[config.mk]
export PLATFORM = sky130hd
export DESIGN_NAME = instr_encoder
export DESIGN_NICKNAME = d
export VERILOG_FILES = /design/src/rtl/instr_pkg.sv /design/src/rtl/instr_field_pack.sv /design/src/rtl/instr_encoder.sv
export SDC_FILE = /design/constraint.sdc
export NUM_CORES = 1
export LEC_CHECK = 0
export CORE_MARGIN = 1.5
export CORE_UTILIZATION = 40
export CTS_BUF_LIST = sky130_fd_sc_hd__clkbuf_8
export DETAILED_ROUTE_END_ITERATION = 16
export DONT_BUFFER_PORTS = 1
export SLEW_MARGIN = 20
export SYNTH_ARGS = -nofsm -noshare
export SYNTH_HDL_FRONTEND = slang
export SYNTH_SLANG_ARGS = --single-unit
[constraint.sdc]
create_clock -name clk -period 5.7 [get_ports clk]
set_clock_uncertainty 0.15 [all_clocks]
set_input_delay 0.855 -clock clk [delete_from_list [all_inputs] [get_ports clk]]
set_output_delay 0.855 -clock clk [all_outputs]
set_load 0.02 [all_outputs]
[src/rtl/instr_pkg.sv]
// Shared definitions for the instruction encoder: op kinds, opcode/funct
// field values and the immediate chunk limit used by ADDI/SUBI expansion.
package instr_pkg;

    localparam int MW        = 9;
    localparam int AW        = 8;
    localparam int IMM_CHUNK = 31;

    typedef enum logic [4:0] {
        OP_ADD  = 5'd0,
        OP_SUB  = 5'd1,
        OP_LDR  = 5'd2,
        OP_STR  = 5'd3,
        OP_LB   = 5'd4,
        OP_SUBI = 5'd5,
        OP_ADDI = 5'd6,
        OP_BEQ  = 5'd7,
        OP_BNE  = 5'd8,
        OP_BLT  = 5'd9,
        OP_BLE  = 5'd10,
        OP_LSL  = 5'd11,
        OP_ASR  = 5'd12,
        OP_LSR  = 5'd13,
        OP_NOT  = 5'd14,
        OP_AND  = 5'd15,
        OP_XOR  = 5'd16,
        OP_RXOR = 5'd17,
        OP_OR   = 5'd18,
        OP_MOV  = 5'd19
    } op_e;

    typedef enum logic {
        ST_IDLE,
        ST_EXPAND
    } state_e;

    localparam logic [2:0] OPC_ALU  = 3'b000;
    localparam logic [2:0] OPC_LB   = 3'b001;
    localparam logic [2:0] OPC_SUBI = 3'b010;
    localparam logic [2:0] OPC_ADDI = 3'b011;
    localparam logic [2:0] OPC_BR   = 3'b100;
    localparam logic [2:0] OPC_MOV  = 3'b101;
    localparam logic [2:0] OPC_SH   = 3'b110;
    localparam logic [2:0] OPC_LOG  = 3'b111;

    localparam logic [1:0] F_ADD  = 2'b00;
    localparam logic [1:0] F_SUB  = 2'b01;
    localparam logic [1:0] F_LDR  = 2'b10;
    localparam logic [1:0] F_STR  = 2'b11;
    localparam logic [1:0] F_BEQ  = 2'b00;
    localparam logic [1:0] F_BNE  = 2'b01;
    localparam logic [1:0] F_BLT  = 2'b10;
    localparam logic [1:0] F_BLE  = 2'b11;
    localparam logic [1:0] F_LSL  = 2'b00;
    localparam logic [1:0] F_ASR  = 2'b01;
    localparam logic [1:0] F_LSR  = 2'b10;
    localparam logic [1:0] F_NOT  = 2'b11;
    localparam logic [1:0] F_AND  = 2'b00;
    localparam logic [1:0] F_XOR  = 2'b01;
    localparam logic [1:0] F_RXOR = 2'b10;
    localparam logic [1:0] F_OR   = 2'b11;

    // Largest slice of an immediate that a single ADDI/SUBI word can carry.
    function automatic logic [4:0] chunk_of(input logic [7:0] v);
        return (v > 8'(IMM_CHUNK)) ? 5'(IMM_CHUNK) : v[4:0];
    endfunction

endpackage

[src/rtl/instr_field_pack.sv]
// Combinational field packer: maps one symbolic op onto the 9-bit machine
// word layout, flagging ops whose fields do not fit their encoding.
module instr_field_pack
    import instr_pkg::*;
(
    input  logic [4:0]    i_op,
    input  logic [3:0]    i_rd,
    input  logic [3:0]    i_rs,
    input  logic [7:0]    i_imm,
    input  logic [4:0]    i_chunk,
    output logic [MW-1:0] o_word,
    output logic          o_illegal
);

    always_comb begin
        o_word    = '0;
        o_illegal = 1'b0;
        case (i_op)
            OP_ADD:  o_word = {OPC_ALU, F_ADD, i_rd};
            OP_SUB:  o_word = {OPC_ALU, F_SUB, i_rd};
            OP_LDR:  o_word = {OPC_ALU, F_LDR, i_rd};
            OP_STR:  o_word = {OPC_ALU, F_STR, i_rd};
            OP_LB: begin
                if (i_rd > 4'd1 || i_imm[7:5] != 3'd0) o_illegal = 1'b1;
                else                                   o_word = {OPC_LB, i_imm[4:0], i_rd[0]};
            end
            OP_SUBI: o_word = {OPC_SUBI, i_chunk, 1'b0};
            OP_ADDI: o_word = {OPC_ADDI, i_chunk, 1'b0};
            OP_BEQ, OP_BNE, OP_BLT, OP_BLE: begin
                if (i_imm[7:4] != 4'd0) o_illegal = 1'b1;
                else if (i_op == OP_BEQ) o_word = {OPC_BR, F_BEQ, i_imm[3:0]};
                else if (i_op == OP_BNE) o_word = {OPC_BR, F_BNE, i_imm[3:0]};
                else if (i_op == OP_BLT) o_word = {OPC_BR, F_BLT, i_imm[3:0]};
                else                     o_word = {OPC_BR, F_BLE, i_imm[3:0]};
            end
            OP_LSL:  o_word = {OPC_SH,  F_LSL,  i_rd};
            OP_ASR:  o_word = {OPC_SH,  F_ASR,  i_rd};
            OP_LSR:  o_word = {OPC_SH,  F_LSR,  i_rd};
            OP_NOT:  o_word = {OPC_SH,  F_NOT,  i_rd};
            OP_AND:  o_word = {OPC_LOG, F_AND,  i_rd};
            OP_XOR:  o_word = {OPC_LOG, F_XOR,  i_rd};
            OP_RXOR: o_word = {OPC_LOG, F_RXOR, i_rd};
            OP_OR:   o_word = {OPC_LOG, F_OR,   i_rd};
            // MOV has two forms: a full 4-bit rs with 1-bit rd, or the reverse.
            OP_MOV: begin
                if (i_rd <= 4'd1)      o_word = {OPC_MOV, 1'b0, i_rd[0], i_rs};
                else if (i_rs <= 4'd1) o_word = {OPC_MOV, 1'b1, i_rd, i_rs[0]};
                else                   o_illegal = 1'b1;
            end
            default: o_illegal = 1'b1;
        endcase
    end

endmodule

[src/rtl/instr_encoder.sv]
// Streaming instruction encoder: accepts symbolic ops, splits large ADDI/SUBI
// immediates into several words, and emits each word with its memory address.
module instr_encoder
    import instr_pkg::*;
(
    input  logic          clk,
    input  logic          reset_n,
    input  logic          in_valid,
    output logic          in_ready,
    input  logic [4:0]    in_op,
    input  logic [3:0]    in_rd,
    input  logic [3:0]    in_rs,
    input  logic [7:0]    in_imm,
    input  logic          addr_clr,
    output logic          out_valid,
    input  logic          out_ready,
    output logic [MW-1:0] out_word,
    output logic [AW-1:0] out_addr,
    output logic          err,
    output logic          busy
);

    state_e        r_state;
    logic [7:0]    r_rem;
    logic [4:0]    r_op;
    logic          r_out_valid;
    logic [MW-1:0] r_out_word;
    logic [AW-1:0] r_out_addr;
    logic          r_err;

    logic          w_expand;
    logic          w_out_hs;
    logic          w_accept;
    logic          w_is_imm;
    logic [4:0]    w_pack_op;
    logic [7:0]    w_src;
    logic [4:0]    w_chunk;
    logic [7:0]    w_rem_next;
    logic [MW-1:0] w_word;
    logic          w_illegal;

    assign w_expand   = (r_state == ST_EXPAND);
    assign w_out_hs   = r_out_valid && out_ready;
    assign in_ready   = (r_state == ST_IDLE) && (!r_out_valid || out_ready);
    assign w_accept   = in_valid && in_ready;
    assign w_is_imm   = (in_op == OP_ADDI) || (in_op == OP_SUBI);

    // During expansion the packer is fed the latched op and the remainder.
    assign w_pack_op  = w_expand ? r_op  : in_op;
    assign w_src      = w_expand ? r_rem : in_imm;
    assign w_chunk    = chunk_of(w_src);
    assign w_rem_next = w_src - {3'd0, w_chunk};

    instr_field_pack u_pack (
        .i_op      (w_pack_op),
        .i_rd      (in_rd),
        .i_rs      (in_rs),
        .i_imm     (in_imm),
        .i_chunk   (w_chunk),
        .o_word    (w_word),
        .o_illegal (w_illegal)
    );

    always_ff @(posedge clk or negedge reset_n) begin
        if (!reset_n) begin
            r_state     <= ST_IDLE;
            r_rem       <= '0;
            r_op        <= '0;
            r_out_valid <= 1'b0;
            r_out_word  <= '0;
            r_out_addr  <= '0;
            r_err       <= 1'b0;
        end else begin
            r_err <= w_accept && w_illegal;

            if (addr_clr)      r_out_addr <= '0;
            else if (w_out_hs) r_out_addr <= r_out_addr + 1'b1;

            case (r_state)
                ST_IDLE: begin
                    if (w_accept && !w_illegal) begin
                        r_out_valid <= 1'b1;
                        r_out_word  <= w_word;
                        if (w_is_imm && w_rem_next != 8'd0) begin
                            r_state <= ST_EXPAND;
                            r_rem   <= w_rem_next;
                            r_op    <= in_op;
                        end
                    end else if (w_out_hs) begin
                        r_out_valid <= 1'b0;
                    end
                end
                ST_EXPAND: begin
                    // out_valid stays high; each handshake loads the next chunk.
                    if (w_out_hs) begin
                        r_out_word <= w_word;
                        r_rem      <= w_rem_next;
                        if (w_rem_next == 8'd0) r_state <= ST_IDLE;
                    end
                end
                default: r_state <= ST_IDLE;
            endcase
        end
    end

    assign out_valid = r_out_valid;
    assign out_word  = r_out_word;
    assign out_addr  = r_out_addr;
    assign err       = r_err;
    assign busy      = w_expand;

endmodule

==> results_dict.tcl, run 1 <==
set metrics [dict create \
    r2r_end "out_word[2]$_DFFE_PN0P_" \
    p_per_area_mw_per_mm2 491.3 \
    gr-total-overflow 0 \
    rsz0062_at_grt "no" \
    synth_seq_cells 33 \
    grt_max_degree 47 \
    port_buffers 0 \
    cp_max_fo 46 \
    crit_required_ns 5.72 \
    cts_sinks 33 \
    intPower_w 0.0007292 \
    postRouteWirelength_um 6297 \
    finalInstanceArea_mm2 0.002703 \
    slew_viol_final 0 \
    clkTransAtPathRegs_ns 0.07 \
    placed_cell_area_mm2 0.002620 \
    ctsResizeCount 0 \
    syn_nets 300 \
    hp-class "in -> async" \
    clkPwrFrac_pct 12.5 \
    vdd_drop_max_v 0.0002190 \
    cts_hold_buf 0 \
    routedWlPerCell_um 18.09 \
    syn_to_final_growth_pct 4.854 \
    vias 2098 \
    synth_area_mm2 0.002577 \
    arrival_ns 3.85 \
    drc 0 \
    clockRootBuffer "clkbuf_8" \
    firstDrtPassIters 4 \
    grt_pass1_vias 2029 \
    net-switching-power_w 0.0005985 \
    postRouteAntennaNets 0 \
    cts_buffers 5 \
    grtUsageTotal_pct 18.65 \
    synth_cell_types 66 \
    reg2reg_depth 6 \
    hold_viol 0 \
    drv_cap 0 \
    setup_viol 0 \
    yosys_warnings 0 \
    timing.rr.start "busy$_DFF_PN0_" \
    path_class "reg -> reg" \
    clk_latency_ns 0.28 \
    synth_edf_count 0 \
    status "finished, final reports clean" \
    drive_gt1_share_pct 14.76 \
    syn_inst 272 \
    grt_pass1_wl_um 10480 \
    fin_tns_setup_ns 0 \
    sw_frac_of_total_pct 45.08 \
    die_x_um 83.27 \
    htreeDepth 2 \
    ys_seq_area_share_pct 32.04 \
    pwr-share-comb_pct 50.5 \
    gp_congestion 0.9288 \
    antenna_found_initial 0 \
    worst_pin_slew_ns 1.062 \
    drt_iter0_drc 159 \
    core_area_mm2 0.006277 \
    insertedDiodeCount 0 \
    avgSynthCellArea_um2 9.476 \
    cts_tree "built" \
    max_slew_margin_pct 27.15 \
    period_share_pct 67.21 \
    fin_crit_ns 3.831 \
    ys.flop_type "dfrtp_1" \
    nFillCells 622 \
    dpl.hpwl_um 4760 \
    row_count 29 \
    fp.dieArea_mm2 0.006934 \
    fin_nets 298 \
    reg2reg_slack_ns 1.87 \
    async_flop_share_pct 100.0 \
    postCtsSetupRepairBufs 0 \
    start_kind "flop" \
    fmax_ghz 0.2610 \
    ios 47 \
    p_leak_nw 1.182 \
    critPathCaptureType "flop" \
    die_h_um 83.27 \
    sequentialPowerShare_pct 37.0 \
    viasPerCell 6.029 \
    cts_max_path_buffers 2 \
    start_util_pct 41.06 \
]
==> stage by stage <==
stage / setup WS [ns] / total power, W / hold WS [ns] / std cells / util (%)
after floorplan: 2.355 / 0.001045 / 0.3153 / 272 / -
after global placement: 1.948 / 0.001157 / 0.3389 / 340 / 41.74
after detailed placement: 1.866 / 0.001163 / 0.3713 / 340 / 41.74
after CTS: 1.857 / 0.001335 / 0.09876 / 348 / 43.05
after global routing: 1.573 / 0.001427 / 0.09734 / 348 / 43.05
final: 1.869 / 0.001328 / 0.1093 / 348 / 43.05
==> cells in the final DEF, fill, tap and decap left out, types with 3 or more instances in the layout <==
cell       instances
nor2_1            17
inv_1              8
nor2b_1            3
nand2b_1           3
nand3_1           21
dfrtp_1           32
nand4_1            3
nand2_1           29
xor2_1            10
o21ai_0           12
and3_1             4
o22ai_1            5
o211ai_1           5
mux2i_1           16
a22o_1             5
o2111ai_1          3
and2_1             3
clkbuf_8           5
mux2_4            13
a21oi_1            5
xnor2_1            7
nor3_1             4
==> cell usage after synthesis (all sizes together) (2+ instances only) <==
cell type	number	share of area, %
o211ai	6	2.3
o21ai	14	3.0
mux2	17	9.3
ha	2	0.97
xor2	10	3.4
and3	4	0.97
nand2	30	4.7
o211a	2	0.78
inv	7	1.0
clkbuf	3	0.44
nor3	4	0.78
a22o	5	1.7
o311ai	2	1.4
or4b	3	1.3
nor2b	3	0.73
dfrtp	33	32
nor4b	2	0.68
nor3b	2	0.78
nand3	21	4.1
nor2	17	2.5
a211oi	2	0.97
o22ai	5	1.2
buf	7	2.0
a32oi	2	0.68
nand4	3	0.73
xnor2	7	2.4
nand2b	3	0.73
o2111ai	3	1.0
nor4	2	0.49
a22oi	3	1.4
mux2i	16	6.2
or2	3	0.73
nand3b	2	0.58
nand4b	2	0.68
and2	3	0.73
a21oi	6	1.3
==> kinds of logic after synthesis <==
group                      synth area share (%)
and+or+nand+nor                           23.30
AOI/OAI and AO/OA                         18.93
muxes                                     15.53
DFF                                       32.04
xor gates and xnor gates                  5.777
buffers and inverters                     3.447
adders and majority gates                0.9707
==> layer usage <==
| layer | track usage (%) | up-vias | part of all wire (%) | wire, um |
|---|---|---|---|---|
| li1 | - | 1020 | - | - |
| met1 | 25.67 | 990 | 45 | 2862 |
| met2 | 28.31 | 81 | 44 | 2798 |
| met3 | 5.368 | 7 | 8.6 | 543 |
| met4 | 5.758 | 0 | 1.5 | 93 |
| met5 | 0 | - | 0 | 0 |
==> sequential cells by signal, indices dropped and copies added, names as in the netlist <==
name	count
r_rem	8
out_word	9
err	1
r_op	5
out_addr	8
busy	1
out_valid	1
==> cell type report <==
cell class / count / area (um2) / share of cell area [%]
Inverter: 7 / 26.28 / 0.9722
Timing Repair Buffer: 1 / 7.507 / 0.2778
Multi-Input combinational cell: 222 / 1663 / 61.53
Clock buffer: 5 / 68.82 / 2.546
Tap cell: 77 / 96.34 / 3.565
Clock inverter: 3 / 13.76 / 0.5093
Sequential cell: 33 / 827.0 / 30.60
==> how the worst max path moves through the flow <==
stage | start | endpoint | slack (ns) | cells after the start
after CTS | busy$_DFF_PN0_ | out_word[2]$_DFFE_PN0P_ | 1.86 | 6
after detailed placement | busy$_DFF_PN0_ | out_word[6]$_DFFE_PN0P_ | 1.87 | 6
after floorplan | in_imm[6] | r_rem[4]$_DFFE_PN0P_ | 2.36 | 10
after global placement | busy$_DFF_PN0_ | out_word[7]$_DFFE_PN0P_ | 1.95 | 6
after global routing | busy$_DFF_PN0_ | out_word[7]$_DFFE_PN0P_ | 1.57 | 6
final | busy$_DFF_PN0_ | out_word[2]$_DFFE_PN0P_ | 1.87 | 6
==> worst max-delay path, cell delays in order (launching register included) <==
cell and delay, ns:
dfrtp_2 0.96, mux2i_1 0.96, and2_1 0.34, a311oi_1 0.09, a211oi_2 0.33, a22o_1 0.55, mux2_4 0.34
==> power groups by stage <==
stage          combinational, W  clock, W  sequential [W]
3_3_place_gp           0.000661         0        0.000496
6_report               0.000670  0.000166        0.000492
4_1_cts                0.000670  0.000174        0.000492
2_1_floorplan          0.000627         0        0.000418
3_5_place_dp           0.000667         0        0.000496
5_1_grt                0.000737  0.000180        0.000510
(Power assumes the default switching activity.)
==> inputs of run 2 (changes only) <==
==> constraint.sdc (replaced) <==
create_clock -name clk -period 3.5 [get_ports clk]
set_clock_uncertainty 0.15 [all_clocks]
set_input_delay 0.525 -clock clk [delete_from_list [all_inputs] [get_ports clk]]
set_output_delay 0.525 -clock clk [all_outputs]
set_load 0.02 [all_outputs]
==> results_dict.tcl, run 2 (same netlist as run 1, synthesis figures left out) <==
set metrics [dict create \
    routedWlPerCell_um 18.12 \
    gr-total-overflow 0 \
    cts_tree "built" \
    htreeDepth 2 \
    placed_cell_area_mm2 0.002650 \
    cp_max_fo 10 \
    path_class "reg -> reg" \
    postRouteWirelength_um 6414 \
    fin_crit_ns 3.137 \
    crit_required_ns 3.51 \
    reg2reg_depth 8 \
    die_x_um 83.27 \
    whs_path_depth 1 \
    drv_cap 0 \
    start_util_pct 41.06 \
    largest_reg_flops 9 \
    drive_gt1_share_pct 16.61 \
    drc 0 \
    max_slew_margin_pct 46.29 \
    dpl.hpwl_um 4846 \
    status "finished, final reports clean" \
    setup_ws_ns 0.3630 \
    insertedDiodeCount 0 \
    clkPwrFrac_pct 18.1 \
    viasPerCell 6.110 \
    ctsResizeCount 0 \
    hp-class "in -> reg" \
    pre_cts_slack_ns 0.4091 \
    p_leak_nw 1.233 \
    grtUsageTotal_pct 18.46 \
    die_h_um 83.27 \
    syn_to_final_growth_pct 9.175 \
    rsz0062_at_grt "no" \
    ios 47 \
    gp_congestion 0.8865 \
    clk_latency_ns 0.28 \
    clockRootBuffer "clkbuf_8" \
    postCtsSetupRepairBufs 0 \
    finalInstanceArea_mm2 0.002814 \
    layout.cells.most_common "dfrtp_1" \
    worst_pin_slew_ns 0.7995 \
    fin_nets 304 \
    total_power_w 0.002357 \
    cts_buffers 5 \
    net-switching-power_w 0.001001 \
    start_kind "flop" \
    cts_max_path_buffers 2 \
    p_per_area_mw_per_mm2 837.5 \
    pwr-share-comb_pct 50.8 \
    intPower_w 0.001355 \
    port_buffers 0 \
    sequentialPowerShare_pct 31.0 \
    vias 2163 \
    clkTransAtPathRegs_ns 0.07 \
    postRouteAntennaNets 0 \
    grt_pass1_vias 2032 \
    grt_max_degree 34 \
    sw_frac_of_total_pct 42.49 \
    setup_viol 0 \
    row_count 29 \
    nFillCells 586 \
    antenna_found_initial 0 \
    period_share_pct 89.63 \
    grt_pass1_wl_um 10410 \
    firstDrtPassIters 6 \
    final_cell_mix "dfrtp_1 (32), nand2_1 (29), nand3_1 (21)" \
    slew_viol_final 0 \
    drt_iter0_drc 169 \
    vdd_drop_max_v 0.0002981 \
    fp.dieArea_mm2 0.006934 \
    fmax_ghz 0.3188 \
    cts_sinks 33 \
    fin_util_pct 44.83 \
    hold_viol 0 \
    fin_tns_setup_ns 0 \
    critPathCaptureType "flop" \
    arrival_ns 3.15 \
    core_area_mm2 0.006277 \
    cts_hold_buf 2 \
]
## run 2: cell count changes in the layout (fill, tap and decap cells not counted)
cell | before | now
clkinv_2 | 2 | 1
dlygate4sd3_1 | 0 | 1
inv_1 | 8 | 7
bufinv_16 | 0 | 2
buf_12 | 0 | 1
buf_4 | 1 | 5
## run 2: layer usage
| layer | global-route usage (%) | vias to the layer above | wire length (um) |
|---|---|---|---|
| li1 | - | 1022 | - |
| met1 | 25.12 | 1037 | 2888 |
| met2 | 28.82 | 96 | 2897 |
| met3 | 4.771 | 8 | 544 |
| met4 | 5.606 | 0 | 85 |
| met5 | 0 | - | 0 |
## run 2: cell type report
| class | instances | area [um2] | area share [%] |
|---|---|---|---|
| sequential | 33 | 827.0 | 29.39 |
| multi-input combinational | 222 | 1663 | 59.09 |
| clock buffer | 5 | 68.82 | 2.446 |
| inverter | 7 | 26.28 | 0.9337 |
| timing repair buffer | 7 | 67.56 | 2.401 |
| clock inverter | 3 | 65.06 | 2.312 |
| tap | 77 | 96.34 | 3.424 |
## run 2: power by group through the flow
stage / clock network [W] / registers, W / logic, W
finish: 0.000427 / 0.000732 / 0.00120
global route: 0.000448 / 0.000750 / 0.00131
CTS: 0.000437 / 0.000725 / 0.00119
detailed placement: 0 / 0.000732 / 0.00117
global placement: 0 / 0.000735 / 0.00116
floorplan: 0 / 0.000681 / 0.00102
## run 2: worst max-delay path: stages, from the launching register on
cell and delay (ns):
dfrtp_2 0.48, or4_4 0.60, and2_1 0.25, nand2_1 0.10
ha_1 0.30, o21ai_2 0.14, o311ai_4 0.45, o211ai_4 0.21
mux2_4 0.33
## run 2: per-stage QoR
step / hold WS (ns) / cells
finish: 0.1434 / 354
global placement: 0.07993 / 344
global route: 0.1378 / 354
floorplan: 0.07941 / 272
detailed placement: 0.07986 / 344
CTS: 0.1374 / 354
## run 2: path summary, 6_finish.rpt
kind | slack (ns) | end | from
max | 0.36 | r_rem[1]$_DFFE_PN0P_ | busy$_DFF_PN0_
min | 0.14 | out_addr[5]$_DFFE_PN0P_ | addr_clr
max reg2reg | 0.36 | r_rem[1]$_DFFE_PN0P_ | busy$_DFF_PN0_
min reg2reg | 0.37 | r_op[2]$_DFFE_PN0P_ | r_op[2]$_DFFE_PN0P_
max in group asynchronous | 2.47 | busy$_DFF_PN0_ | reset_n
min in group asynchronous | 0.53 | out_addr[6]$_DFFE_PN0P_ | reset_n
==> inputs of run 3 (changes only) <==
--- a/config.mk
+++ b/config.mk
@@ -6,10 +6,11 @@
 export NUM_CORES = 1
 export LEC_CHECK = 0
 export CORE_MARGIN = 1.5
-export CORE_UTILIZATION = 40
+export CORE_UTILIZATION = 50
 export CTS_BUF_LIST = sky130_fd_sc_hd__clkbuf_8
 export DETAILED_ROUTE_END_ITERATION = 16
 export DONT_BUFFER_PORTS = 1
+export MAX_ROUTING_LAYER = met4
 export SLEW_MARGIN = 20
 export SYNTH_ARGS = -nofsm -noshare
 export SYNTH_HDL_FRONTEND = slang
==> constraint.sdc (replaced) <==
create_clock -name clk -period 3.34 [get_ports clk]
set_clock_uncertainty 0.15 [all_clocks]
set_input_delay 0.501 -clock clk [delete_from_list [all_inputs] [get_ports clk]]
set_output_delay 0.501 -clock clk [all_outputs]
set_load 0.02 [all_outputs]
==> results_dict.tcl, run 3 (same netlist as run 1, synthesis figures left out) <==
set metrics [dict create \
    final_cell_mix "dfrtp_1 (32), nand2_1 (29), nand3_1 (21)" \
    grt_pass1_vias 2004 \
    fin_nets 304 \
    largest_reg_flops 9 \
    grtUsageTotal_pct 24.30 \
    arrival_ns 3.21 \
    critical-path-top-delay-family "simple AND/OR/NAND/NOR gates" \
    cts_buffers 5 \
    final_cells 344 \
    worst_pin_slew_ns 0.8287 \
    cts_max_path_buffers 2 \
    postCtsSetupRepairBufs 0 \
    vias 2087 \
    start_util_pct 53.16 \
    cp_max_fo 8 \
    crit_required_ns 3.36 \
    ios 47 \
    rsz0062_at_grt "no" \
    layout.cells.most_common "dfrtp_1" \
    cts_sinks 33 \
    htreeDepth 2 \
    syn_to_final_growth_pct 7.330 \
    hp-class "in -> reg" \
    cts_tree "built" \
    fin_util_pct 57.06 \
    p_per_area_mw_per_mm2 838.0 \
    firstDrtPassIters 4 \
    path_cells "or4_4 -> and2_1 -> nand2_1 -> ha_1 -> o21ai_2 -> o311ai_4 -> o211ai_4 -> mux2_4" \
    gp_congestion 0.8774 \
    antenna_found_initial 0 \
    reg2reg_slack_ns 0.15 \
    critPathCaptureType "flop" \
    slowest_delay_ns 0.60 \
    critical_path_cell_count 8 \
    max_slew_margin_pct 44.33 \
    drt_iter0_drc 135 \
    dp_cells 334 \
    min_to "out_addr[0]$_DFFE_PN0P_" \
    grt_max_degree 40 \
    fmax_ghz 0.3137 \
    timing.rr.start "busy$_DFF_PN0_" \
    crit_buf_inv 0 \
    r2r_end "r_rem[4]$_DFFE_PN0P_" \
    slew_viol_final 0 \
    period_share_pct 95.44 \
    port_buffers 0 \
    grt_pass1_wl_um 9984 \
    start_kind "flop" \
    fp.dieArea_mm2 0.005594 \
    drv_cap 0 \
    setup_viol 0 \
    clockRootBuffer "clkbuf_8" \
    drc 0 \
    cpMaxStageDelayCell "or4_4" \
    postRouteWirelength_um 6041 \
    worstHoldStart "addr_clr" \
    viasPerCell 6.067 \
    routedWlPerCell_um 17.56 \
    vdd_drop_max_v 0.0005799 \
    gr-total-overflow 0 \
    status "finished, final reports clean" \
    insertedDiodeCount 0 \
    p_leak_nw 1.213 \
    die_x_um 74.80 \
    die_h_um 74.80 \
    fin_tns_setup_ns 0 \
    reg2reg_depth 8 \
    nFillCells 417 \
    row_count 25 \
    dpl.hpwl_um 4619 \
    core_area_mm2 0.004848 \
    whs_path_depth 1 \
    total_power_w 0.002318 \
    drive_gt1_share_pct 16.61 \
    clk_latency_ns 0.28 \
    clkTransAtPathRegs_ns 0.07 \
    path_class "reg -> reg" \
    hold_viol 0 \
    postRouteAntennaNets 0 \
    fin_crit_ns 3.188 \
]
==> run 3: worst max-delay path by stage <==
stage | start | end | slack (ns)
final | busy$_DFF_PN0_ | r_rem[4]$_DFFE_PN0P_ | 0.15
after global routing | busy$_DFF_PN0_ | r_rem[5]$_DFFE_PN0P_ | 0.000008
after CTS | busy$_DFF_PN0_ | r_rem[4]$_DFFE_PN0P_ | 0.18
after detailed placement | busy$_DFF_PN0_ | r_rem[5]$_DFFE_PN0P_ | 0.19
after global placement | busy$_DFF_PN0_ | r_rem[2]$_DFFE_PN0P_ | 0.26
after floorplan | busy$_DFF_PN0_ | r_rem[4]$_DFFE_PN0P_ | 0.08
==> run 3: area by class of cell <==
class                      count  area (um2)  share of cell area (%)
clock inverter                 3       17.52                  0.6332
sequential                    33       827.0                   29.90
clock buffer                   5       68.82                   2.488
multi-input combinational    222        1663                   60.11
tap                           67       83.83                   3.030
timing repair buffer           7       80.08                   2.895
inverter                       7       26.28                  0.9498
==> run 3: per-layer routing <==
metal / routed length [um] / track usage [%] / part of all wire (%)
met5: 0 / - / 0
met4: 25 / 7.071 / 0.41
met3: 497 / 7.631 / 8.2
met2: 2592 / 34.33 / 43
met1: 2925 / 33.31 / 48
==> run 3: through the flow <==
stage	area (um2)	setup WS, ns	hold WS (ns)
after global placement	2650	0.2639	0.05602
after floorplan	2577	0.08370	0.05541
final	2766	0.1522	0.1240
after global routing	2766	0.000008216	0.1038
after detailed placement	2650	0.1873	0.05612
after CTS	2766	0.1759	0.1133
==> run 3: report_power, final <==
group | switching (W) | internal, W | total [W]
logic | 0.000663 | 0.000603 | 0.00127
clock network | 0.000150 | 0.000144 | 0.000293
registers | 0.000227 | 0.000532 | 0.000759
total | 0.00104 | 0.00128 | 0.00232
==> run 3: timing repair <==
item,4_1_cts,5_1_grt
hold buffers,2,0
gates resized for setup,0,0
hold endpoints to repair,33,0
